--- src/rtl/lenet_pkg.sv ---
// Shared LeNet datapath constants: fixed-point format, DRAM memory map and fc_layer states.
package lenet_pkg;

    localparam int unsigned FRAC_BITS = 16;

    // DRAM word addresses shared by the conv, relu, pool and fc stages
    localparam int unsigned FMAP_BASE = 0;
    localparam int unsigned WGT_BASE  = 1024;
    localparam int unsigned BIAS_BASE = 50000;
    localparam int unsigned OUT_BASE  = 51000;

    typedef enum logic [3:0] {
        StIdle,
        StRdB,
        StWtB,
        StRdF,
        StWtF,
        StRdW,
        StWtW,
        StMac,
        StWr,
        StDone
    } fc_state_e;

endpackage

--- src/rtl/fc_mac.sv ---
// Signed fixed-point multiply-accumulate with bias preload and saturating readout.
module fc_mac #(
    parameter int unsigned DATA_WIDTH = 32,
    parameter int unsigned FRAC_BITS  = 16
) (
    input  logic                         clk,
    input  logic                         srst,
    input  logic                         clear,
    input  logic                         load_bias,
    input  logic                         accumulate,
    input  logic signed [DATA_WIDTH-1:0] bias,
    input  logic signed [DATA_WIDTH-1:0] feature,
    input  logic signed [DATA_WIDTH-1:0] weight,
    output logic signed [DATA_WIDTH-1:0] result
);

    localparam int unsigned AccW  = DATA_WIDTH + 8;
    localparam int unsigned ProdW = 2 * DATA_WIDTH;
    localparam int unsigned SumW  = ProdW + 2;

    logic signed [ProdW-1:0] prod, prod_sh;
    logic signed [SumW-1:0]  sum, sum_max, sum_min;
    logic signed [AccW-1:0]  acc, acc_next, out_max, out_min;

    always_comb begin
        prod    = ProdW'(feature) * ProdW'(weight);
        prod_sh = prod >>> FRAC_BITS;
        sum     = SumW'(acc) + SumW'(prod_sh);
        sum_max = SumW'({1'b0, {(AccW-1){1'b1}}});
        sum_min = ~sum_max;
        // Clamp at the accumulator range so a huge partial sum cannot wrap sign
        if (sum > sum_max) begin
            acc_next = {1'b0, {(AccW-1){1'b1}}};
        end else if (sum < sum_min) begin
            acc_next = {1'b1, {(AccW-1){1'b0}}};
        end else begin
            acc_next = sum[AccW-1:0];
        end
    end

    always_comb begin
        out_max = AccW'({1'b0, {(DATA_WIDTH-1){1'b1}}});
        out_min = ~out_max;
        if (acc > out_max) begin
            result = out_max[DATA_WIDTH-1:0];
        end else if (acc < out_min) begin
            result = out_min[DATA_WIDTH-1:0];
        end else begin
            result = acc[DATA_WIDTH-1:0];
        end
    end

    always_ff @(posedge clk) begin
        if (srst || clear) begin
            acc <= '0;
        end else if (load_bias) begin
            acc <= AccW'(bias);
        end else if (accumulate) begin
            acc <= acc_next;
        end
    end

endmodule

--- src/rtl/fc_layer.sv ---
// Fully-connected layer: streams bias, features and weights from DRAM, one neuron at a time,
// and writes each saturated dot product back.
module fc_layer #(
    parameter int unsigned DATA_WIDTH = 32,
    parameter int unsigned ADDR_WIDTH = 18,
    parameter int unsigned FRAC_BITS  = lenet_pkg::FRAC_BITS,
    parameter int unsigned IN_NUM     = 400,
    parameter int unsigned OUT_NUM    = 120,
    parameter int unsigned FMAP_BASE  = lenet_pkg::FMAP_BASE,
    parameter int unsigned WGT_BASE   = lenet_pkg::WGT_BASE,
    parameter int unsigned BIAS_BASE  = lenet_pkg::BIAS_BASE,
    parameter int unsigned OUT_BASE   = lenet_pkg::OUT_BASE
) (
    input  logic                  clk,
    input  logic                  srst,
    input  logic                  enable,
    input  logic                  dram_valid,
    input  logic [DATA_WIDTH-1:0] data_in,
    output logic [DATA_WIDTH-1:0] data_out,
    output logic [ADDR_WIDTH-1:0] addr_in,
    output logic [ADDR_WIDTH-1:0] addr_out,
    output logic                  dram_en_rd,
    output logic                  dram_en_wr,
    output logic                  done
);

    import lenet_pkg::*;

    fc_state_e             state;
    logic [ADDR_WIDTH-1:0] o_cnt, i_cnt, w_ptr;
    logic [DATA_WIDTH-1:0] feat_q, wgt_q, mac_result;
    logic                  got_q;
    logic                  mac_clear, mac_load, mac_acc;

    assign mac_clear = (state == StIdle);
    assign mac_load  = (state == StWtB) && dram_valid && !got_q;
    assign mac_acc   = (state == StMac) && enable;

    fc_mac #(
        .DATA_WIDTH (DATA_WIDTH),
        .FRAC_BITS  (FRAC_BITS)
    ) u_mac (
        .clk        (clk),
        .srst       (srst),
        .clear      (mac_clear),
        .load_bias  (mac_load),
        .accumulate (mac_acc),
        .bias       (data_in),
        .feature    (feat_q),
        .weight     (wgt_q),
        .result     (mac_result)
    );

    // got_q remembers a read that completed while enable was low
    always_ff @(posedge clk) begin
        if (srst) begin
            state      <= StIdle;
            o_cnt      <= '0;
            i_cnt      <= '0;
            w_ptr      <= '0;
            feat_q     <= '0;
            wgt_q      <= '0;
            got_q      <= 1'b0;
            dram_en_rd <= 1'b0;
            dram_en_wr <= 1'b0;
            addr_in    <= '0;
            addr_out   <= '0;
            data_out   <= '0;
            done       <= 1'b0;
        end else begin
            dram_en_rd <= 1'b0;
            dram_en_wr <= 1'b0;
            addr_in    <= '0;
            addr_out   <= '0;
            data_out   <= '0;
            done       <= 1'b0;
            case (state)
                StIdle: if (enable) begin
                    o_cnt <= '0;
                    i_cnt <= '0;
                    w_ptr <= ADDR_WIDTH'(WGT_BASE);
                    state <= StRdB;
                end
                StRdB: if (enable) begin
                    dram_en_rd <= 1'b1;
                    addr_in    <= ADDR_WIDTH'(BIAS_BASE) + o_cnt;
                    state      <= StWtB;
                end
                StWtB: if (dram_valid || got_q) begin
                    if (enable) begin
                        got_q <= 1'b0;
                        state <= StRdF;
                    end else begin
                        got_q <= 1'b1;
                    end
                end
                StRdF: if (enable) begin
                    dram_en_rd <= 1'b1;
                    addr_in    <= ADDR_WIDTH'(FMAP_BASE) + i_cnt;
                    state      <= StWtF;
                end
                StWtF: begin
                    if (dram_valid && !got_q) feat_q <= data_in;
                    if (dram_valid || got_q) begin
                        if (enable) begin
                            got_q <= 1'b0;
                            state <= StRdW;
                        end else begin
                            got_q <= 1'b1;
                        end
                    end
                end
                StRdW: if (enable) begin
                    dram_en_rd <= 1'b1;
                    addr_in    <= w_ptr;
                    w_ptr      <= w_ptr + 1'b1;
                    state      <= StWtW;
                end
                StWtW: begin
                    if (dram_valid && !got_q) wgt_q <= data_in;
                    if (dram_valid || got_q) begin
                        if (enable) begin
                            got_q <= 1'b0;
                            state <= StMac;
                        end else begin
                            got_q <= 1'b1;
                        end
                    end
                end
                StMac: if (enable) begin
                    if (i_cnt == ADDR_WIDTH'(IN_NUM - 1)) begin
                        state <= StWr;
                    end else begin
                        i_cnt <= i_cnt + 1'b1;
                        state <= StRdF;
                    end
                end
                StWr: if (enable) begin
                    dram_en_wr <= 1'b1;
                    addr_out   <= ADDR_WIDTH'(OUT_BASE) + o_cnt;
                    data_out   <= mac_result;
                    if (o_cnt == ADDR_WIDTH'(OUT_NUM - 1)) begin
                        state <= StDone;
                    end else begin
                        o_cnt <= o_cnt + 1'b1;
                        i_cnt <= '0;
                        state <= StRdB;
                    end
                end
                StDone: begin
                    done  <= 1'b1;
                    state <= StIdle;
                end
                default: state <= StIdle;
            endcase
        end
    end

endmodule

--- config.mk ---
export PLATFORM = sky130hd
export DESIGN_NAME = fc_layer
export DESIGN_NICKNAME = d
export VERILOG_FILES = /design/src/rtl/lenet_pkg.sv /design/src/rtl/fc_mac.sv /design/src/rtl/fc_layer.sv
export SDC_FILE = /design/constraint.sdc
export NUM_CORES = 2
export LEC_CHECK = 0
export BUFFER_PORTS_ARGS = -buffer_cell sky130_fd_sc_hd__buf_2
export CORE_MARGIN = 2
export CORE_UTILIZATION = 35
export DETAILED_ROUTE_END_ITERATION = 12
export PLACE_DENSITY = 0.59
export SLEW_MARGIN = 30
export SYNTH_ARGS = -nofsm -noshare
export SYNTH_HDL_FRONTEND = slang
export SYNTH_SLANG_ARGS = --single-unit
export TNS_END_PERCENT = 30
--- constraint.sdc ---
create_clock -name clk -period 10 [get_ports clk]
set_clock_uncertainty 0.05 [all_clocks]
set_input_delay 1.5 -clock clk [delete_from_list [all_inputs] [get_ports clk]]
set_output_delay 1.5 -clock clk [all_outputs]
set_load 0.01 [all_outputs]
# After elaboration in Yosys (flattened, before gate mapping)
# Index checks and enable logic that the tools add are counted.
# totals
output_inout_bits,71
regBits,234
# classes
mux,40
n_reduce_logical,25
mul,1
n_addsub,6
bitwise_logic,3
order_cmp,4
n_eq_ne,25
# op_table
op,n
$mux W18,12
$mux W40,4
$pmux W18 S3,2
$pmux W18 S2,2
$gt A66 B40 Y1 const B,1
$lt A66 B40 Y1 const B,1
$mul A32 B32 Y64,1
$mux W4,14
$add A18 B1 Y18 const B,3
$add A40 B48 Y49,1
$gt A40 B32 Y1 const B,1
$lt A40 B32 Y1 const B,1
$add A16 B18 Y18 const A,2
$pmux W4 S9,1
$mux W32,1
$mux W31,1
$ne A2 B2 Y1 const B,13
$eq A18 B7 Y1 const B,1
$eq A18 B9 Y1 const B,1
$eq A4 B3 Y1 const B,4
$reduce_and A12 Y1,1
$reduce_or A3 Y1,3
$eq A4 B2 Y1 const B,2
$eq A4 B4 Y1 const B,2
other kinds (16),29

# Depth between registers and ports, before layout
# logic_depth
word_depth,7
mapped_depth,42
mapped_depth_nobuf,38

# Hierarchy
# A second synthesis with hierarchy kept.
# hier_totals
cells_unflattened,5405
hier_area_um2,48770.5
# by_module_without_submodules
mod,instances,cells_per_inst,area_per_inst_um2,seq_area_each_um2
fc_mac,1,4455,40622.7,800.8
fc_layer,1,950,8147.8,3883.7

# Least setup slack after synthesis
# Ideal clock, no wire load.
# synth_path
kind,register to register
from,register wgt_q[5]
to,register u_mac.acc[31]
n_path_buf,3
arrival_time_ns,10.020
required_time_ns,9.813
setup_slack_ns,-0.207
stages_incl_launch_ff,34
setup_ns,0.137
cell_sequence,dfxtp_1 clkbuf_1 nand2_1 inv_1 fa_1 fa_1 fa_1 fa_1 inv_1 fa_1 inv_1 fa_1 inv_1 fa_1 inv_1 fa_1 ha_1 clkbuf_1 a21o_1 a21o_1 a221o_1 a31o_2 a21boi_0 xnor2_1 ha_1 clkbuf_1 a21oi_1 o21ai_0 a41o_1 or3_1 a22oi_2 o2111ai_2 o31ai_4 o22ai_2
# synth_via
elab_chain_cells,7
word_cells_on_any_way,8
cone_classes,1 x add/sub; 1 x mul; 2 x order compare; 4 x mux
# synth_lines
element,line,text
from (decl),fc_layer.sv:31,"logic [DATA_WIDTH-1:0] feat_q, wgt_q, mac_result;"
from (signal assigned),fc_layer.sv:120,if (dram_valid && !got_q) wgt_q <= data_in;
$mul A32 B32 Y64 *,fc_mac.sv:26,prod = ProdW'(feature) * ProdW'(weight);
$add A40 B48 Y49 *,fc_mac.sv:28,sum = SumW'(acc) + SumW'(prod_sh);
$lt A66 B40 Y1,fc_mac.sv:34,end else if (sum < sum_min) begin
$mux W40,fc_mac.sv:34,
$mux W40 *,fc_mac.sv:32,if (sum > sum_max) begin
$mux W40 *,fc_mac.sv:58,end else if (accumulate) begin
$mux W40 *,fc_mac.sv:56,end else if (load_bias) begin
to (signal assigned),fc_mac.sv:57,acc <= AccW'(bias);
to (signal assigned),fc_mac.sv:59,acc <= acc_next;
to (decl),fc_mac.sv:23,"logic signed [AccW-1:0] acc, acc_next, out_max, out_min;"
# Every way passes the cells marked *; elsewhere a longest branch is shown, timed or not. The select of a mux whose other input is x is not followed.
# A chain may end at the register's enable or synchronous reset.

# Worst setup path in the final report
# layout_path
from,register feat_q[12]
to,register u_mac.acc[25]
# layout_via
elab_chain_cells,7
word_cells_on_any_way,8
cone_classes,1 x add/sub; 1 x mul; 2 x order compare; 4 x mux
# layout_lines
element,line,text
from (decl),fc_layer.sv:31,
from (signal assigned),fc_layer.sv:103,if (dram_valid && !got_q) feat_q <= data_in;
$mul A32 B32 Y64 *,fc_mac.sv:26,
$add A40 B48 Y49 *,fc_mac.sv:28,
$lt A66 B40 Y1,fc_mac.sv:34,
$mux W40,fc_mac.sv:34,
$mux W40 *,fc_mac.sv:32,
$mux W40 *,fc_mac.sv:58,
$mux W40 *,fc_mac.sv:56,
# Marked as above.

==> implementation parameters <==
Parameter                              Value

Finish
  Area growth from synthesis to layout ... 22.30%
  Post-layout net count ... 7,359
  Antenna diodes ... 0
  Fraction of layout instances using a drive strength above 1 ... 20.74%
  Number of standard cells in the final layout excluding fillers ... 7,821

Floorplan
  Die area ... 142,100 um^2
  Die height ... 377 um
  Die width ... 377 um
  Standard-cell rows ... 136
  Io pins ... 107
  Core Region ... 137,800 um^2
  Effective utilization at floorplan ... 35.33%

Yosys
  Proportion of register bits with asynchronous set or reset after synthesis ... 0%
  Sequential-to-total area share from yosys stat ... 9.620%
  Cell with the most instances after synthesis ... inv_1
  Prevailing post-synth register cell ... dfxtp_1
  Share of the synthesized area in the top cell type ... 44.48%
  Area of the mapped netlist ... 48,700 um^2
  Cell type contributing the most total cell area after synthesis ... fa_1
  Top post-synthesis cells by count ... inv_1 (1,101), fa_1 (1,082), nand2_1 (765), and2_1 (492), clkbuf_1 (272)
  Largest cells by area after synthesis ... fa_1 (44%), dfxtp_1 (9.6%), inv_1 (8.5%), and2_1 (6.3%), ha_1 (6.1%)
  Number of cells produced by synthesis ... 5,452
  Yosys cell types ... 90
  Post-synthesis average cell area ... 8.932 um^2
  Flip-flop and latch count after synthesis ... 234
  Number of enable-type register cells in the synthesized netlist ... 0
  Number of warning messages in the yosys log ... 0
  Net count after synthesis ... 6,807

GRT
  Vias in the first global route ... 41,980
  Global-route wire length before repair ... 235,800 um
  Total global routing track utilization ... 20.94%
  Largest net degree at the start of global routing ... 48
  Grt ovf ... 0
  Number of antenna violations at the first check in global routing ... 2

Pwr
  Peak supply drop ... 140.0 uV
  Leakage ... 28.60 nW
  Power density cells ... 39.51 nW/um^2

CTS
  Maximum clock path buffer count ... 3
  Number of buffers created by CTS ... 31
  Count of clock tree sinks ... 234
  Clock H-tree levels ... 1
  Clock latency on the worst-skew pair ... 630 ps
  Clock transition at the registers of the reported paths ... 70 ps
  TritonCTS clock tree ... yes
  Clk root buf ... clkbuf_16

Drt
  Remaining design rule violation count ... 0
  Avg Vias per Cell ... 4.928
  DR WL/cell ... 18.37 um
  Detailed-route via count ... 38,540
  Detailed-routing iteration count for the pre-antenna-repair pass ... 6
  Detailed-route wire length ... 143,700 um
  Antenna violation net count after detailed routing ... 0
  Number of design-rule violations left by the first detailed-router iteration ... 2,435

Critical path
  Largest stage delay on the critical path ... 560 ps
  Startpoint types ... flip-flop
  Buffers & Inverters on Critical Path ... 14
  Most frequent CP cell ... fa_1
  Required time reported for the critical path endpoint ... 10,450 ps
  Critical path endpoint category ... flip-flop
  Kind of critical path ... flip-flop to flip-flop
  Crit Path Max Fanout ... 8
  Slowest stage cell on the critical path ... fa_1
  Worst endpoint data arrival time ... 10,620 ps
  Worst path top cell family by delay ... adder cells

Timing
  Total of endpoints with negative setup slack in the final report ... 39
  Worst hold slack after final layout ... 424.1 ps
  Transition at the pin with the smallest max-transition slack ... 963.1 ps
  RSZ-0062 raised after global routing ... true
  Normalized max-slew margin ... 35.55%
  Peak clock frequency supported by timing ... 0.09835 GHz
  Final cycle utilization of the critical path ... 101.7%
  Final hold violations ... 0
  Final critical path time including I/O delays and setup ... 10,170 ps
  Smallest setup slack after layout ... -167.5 ps
  Final Max Slew Viols ... 0

Flow run
  Number of maximum-capacitance violations ... 0

Placement
  Pre-CTS setup slack ... -996.7 ps
  DPL Wire Length ... 119,700 um
  Cell count after placement ... 7,690
  Number of input and output port buffers inserted ... 106
  Global placer's final weighted congestion ... 0.9079

Run status
  Violated checks ... negative setup slack
  Status ... finished, violations left

Min path
  Worst min-delay path category ... flip-flop to flip-flop
-- metal layers --
metal	routed length (um)	GRT usage, %
met5	0	0
met4	4175	5.125
met3	8305	2.694
met2	67180	34.19
met1	64010	29.40
-- worst reg2reg max path: cells and delay by family, from the launching register on --
family | cells | cell delay [ps]
adders and majority gates | 10 | 4730
AOI/OAI and AO/OA | 11 | 2020
buffers and inverters | 14 | 1510
and+or+nand+nor | 5 | 1180
DFF | 1 | 380
xor gates and xnor gates | 1 | 160
-- kinds of logic (layout without fill, tap and decap cells) --
kind of cell    count (synthesis)  count (layout)  synth area share, %
fa+ha+maj                    1319            1319                50.57
simple gates                 1749            1749                17.44
flops                         234             234                9.620
buf+inv                      1393            1968                10.86
xor+xnor                      155             155                2.788
compound gates                600             600                8.677
mux                             2               2              0.04368
-- layout by cell type (no fill, tap or decap), types with 86 or more instances in the layout --
cell type and n:
fa_1 1035, buf_2 106, nand2_1 750, xnor2_1 86, a21oi_1 187, dfxtp_1 194, ha_1 206, inv_1 1059
and2_1 467, buf_4 562, nor2_1 213
-- per-stage QoR --
stage | setup TNS (ps) | cell area, um^2 | util, % | total power, mW
after detailed placement | -38120 | 55910 | 40.57 | 1.128
after global placement | -34480 | 55900 | 40.55 | 1.127
after CTS | -4717 | 58940 | 42.76 | 2.372
final | -4487 | 59550 | 43.21 | 2.353
after global routing | -18210 | 59550 | 43.21 | 2.416
after floorplan | 0 | 48710 | - | 1.051
-- layout make-up --
class,instances,area [um^2]
Fill cell,13430,78280
Multi-Input combinational cell,3825,40050
Timing Repair Buffer,811,7243
Sequential cell,234,4777
Inverter,1101,4133
Tap cell,1794,2245
Clock buffer,38,842.1
Clock inverter,18,266.5
-- path summary, 6_finish.rpt --
path | start | end | slack (ps) | cells past startpoint
max | feat_q[12]$_SDFFE_PP0P_ | u_mac.acc[25]$_SDFFE_PP0P_ | -170 | 41
min | wgt_q[7]$_SDFFE_PP0P_ | wgt_q[7]$_SDFFE_PP0P_ | 420 | 2
max reg2reg | feat_q[12]$_SDFFE_PP0P_ | u_mac.acc[25]$_SDFFE_PP0P_ | -170 | 41
min reg2reg | wgt_q[7]$_SDFFE_PP0P_ | wgt_q[7]$_SDFFE_PP0P_ | 420 | 2
-- where the power goes --
group / switching (mW) / leakage [nW] / internal [mW]
sequential: 0.0145 / 1.91 / 0.936
combinational: 0.109 / 26.1 / 0.0511
clock: 0.491 / 0.553 / 0.751
total: 0.615 / 28.6 / 1.74
-- sequential cells by signal, summed over array words and instances (netlist names) --
register / flops
addr_out: 18
u_mac.acc: 40
i_cnt: 18
wgt_q: 32
w_ptr: 18
got_q: 1
addr_in: 18
done: 1
o_cnt: 18
dram_en_wr: 1
dram_en_rd: 1
feat_q: 32
data_out: 32
state: 4
-- repair_timing --
action / in CTS / in global routing
gates cloned: 10 / 1
hold buffers: 0 / 0
resized for setup: 327 / 129
buffers inserted: 51 / 18
endpoints found under the setup margin: 40 / 40
pin swaps: 224 / 128
No activity file was read; power rests on OpenSTA's default activity.
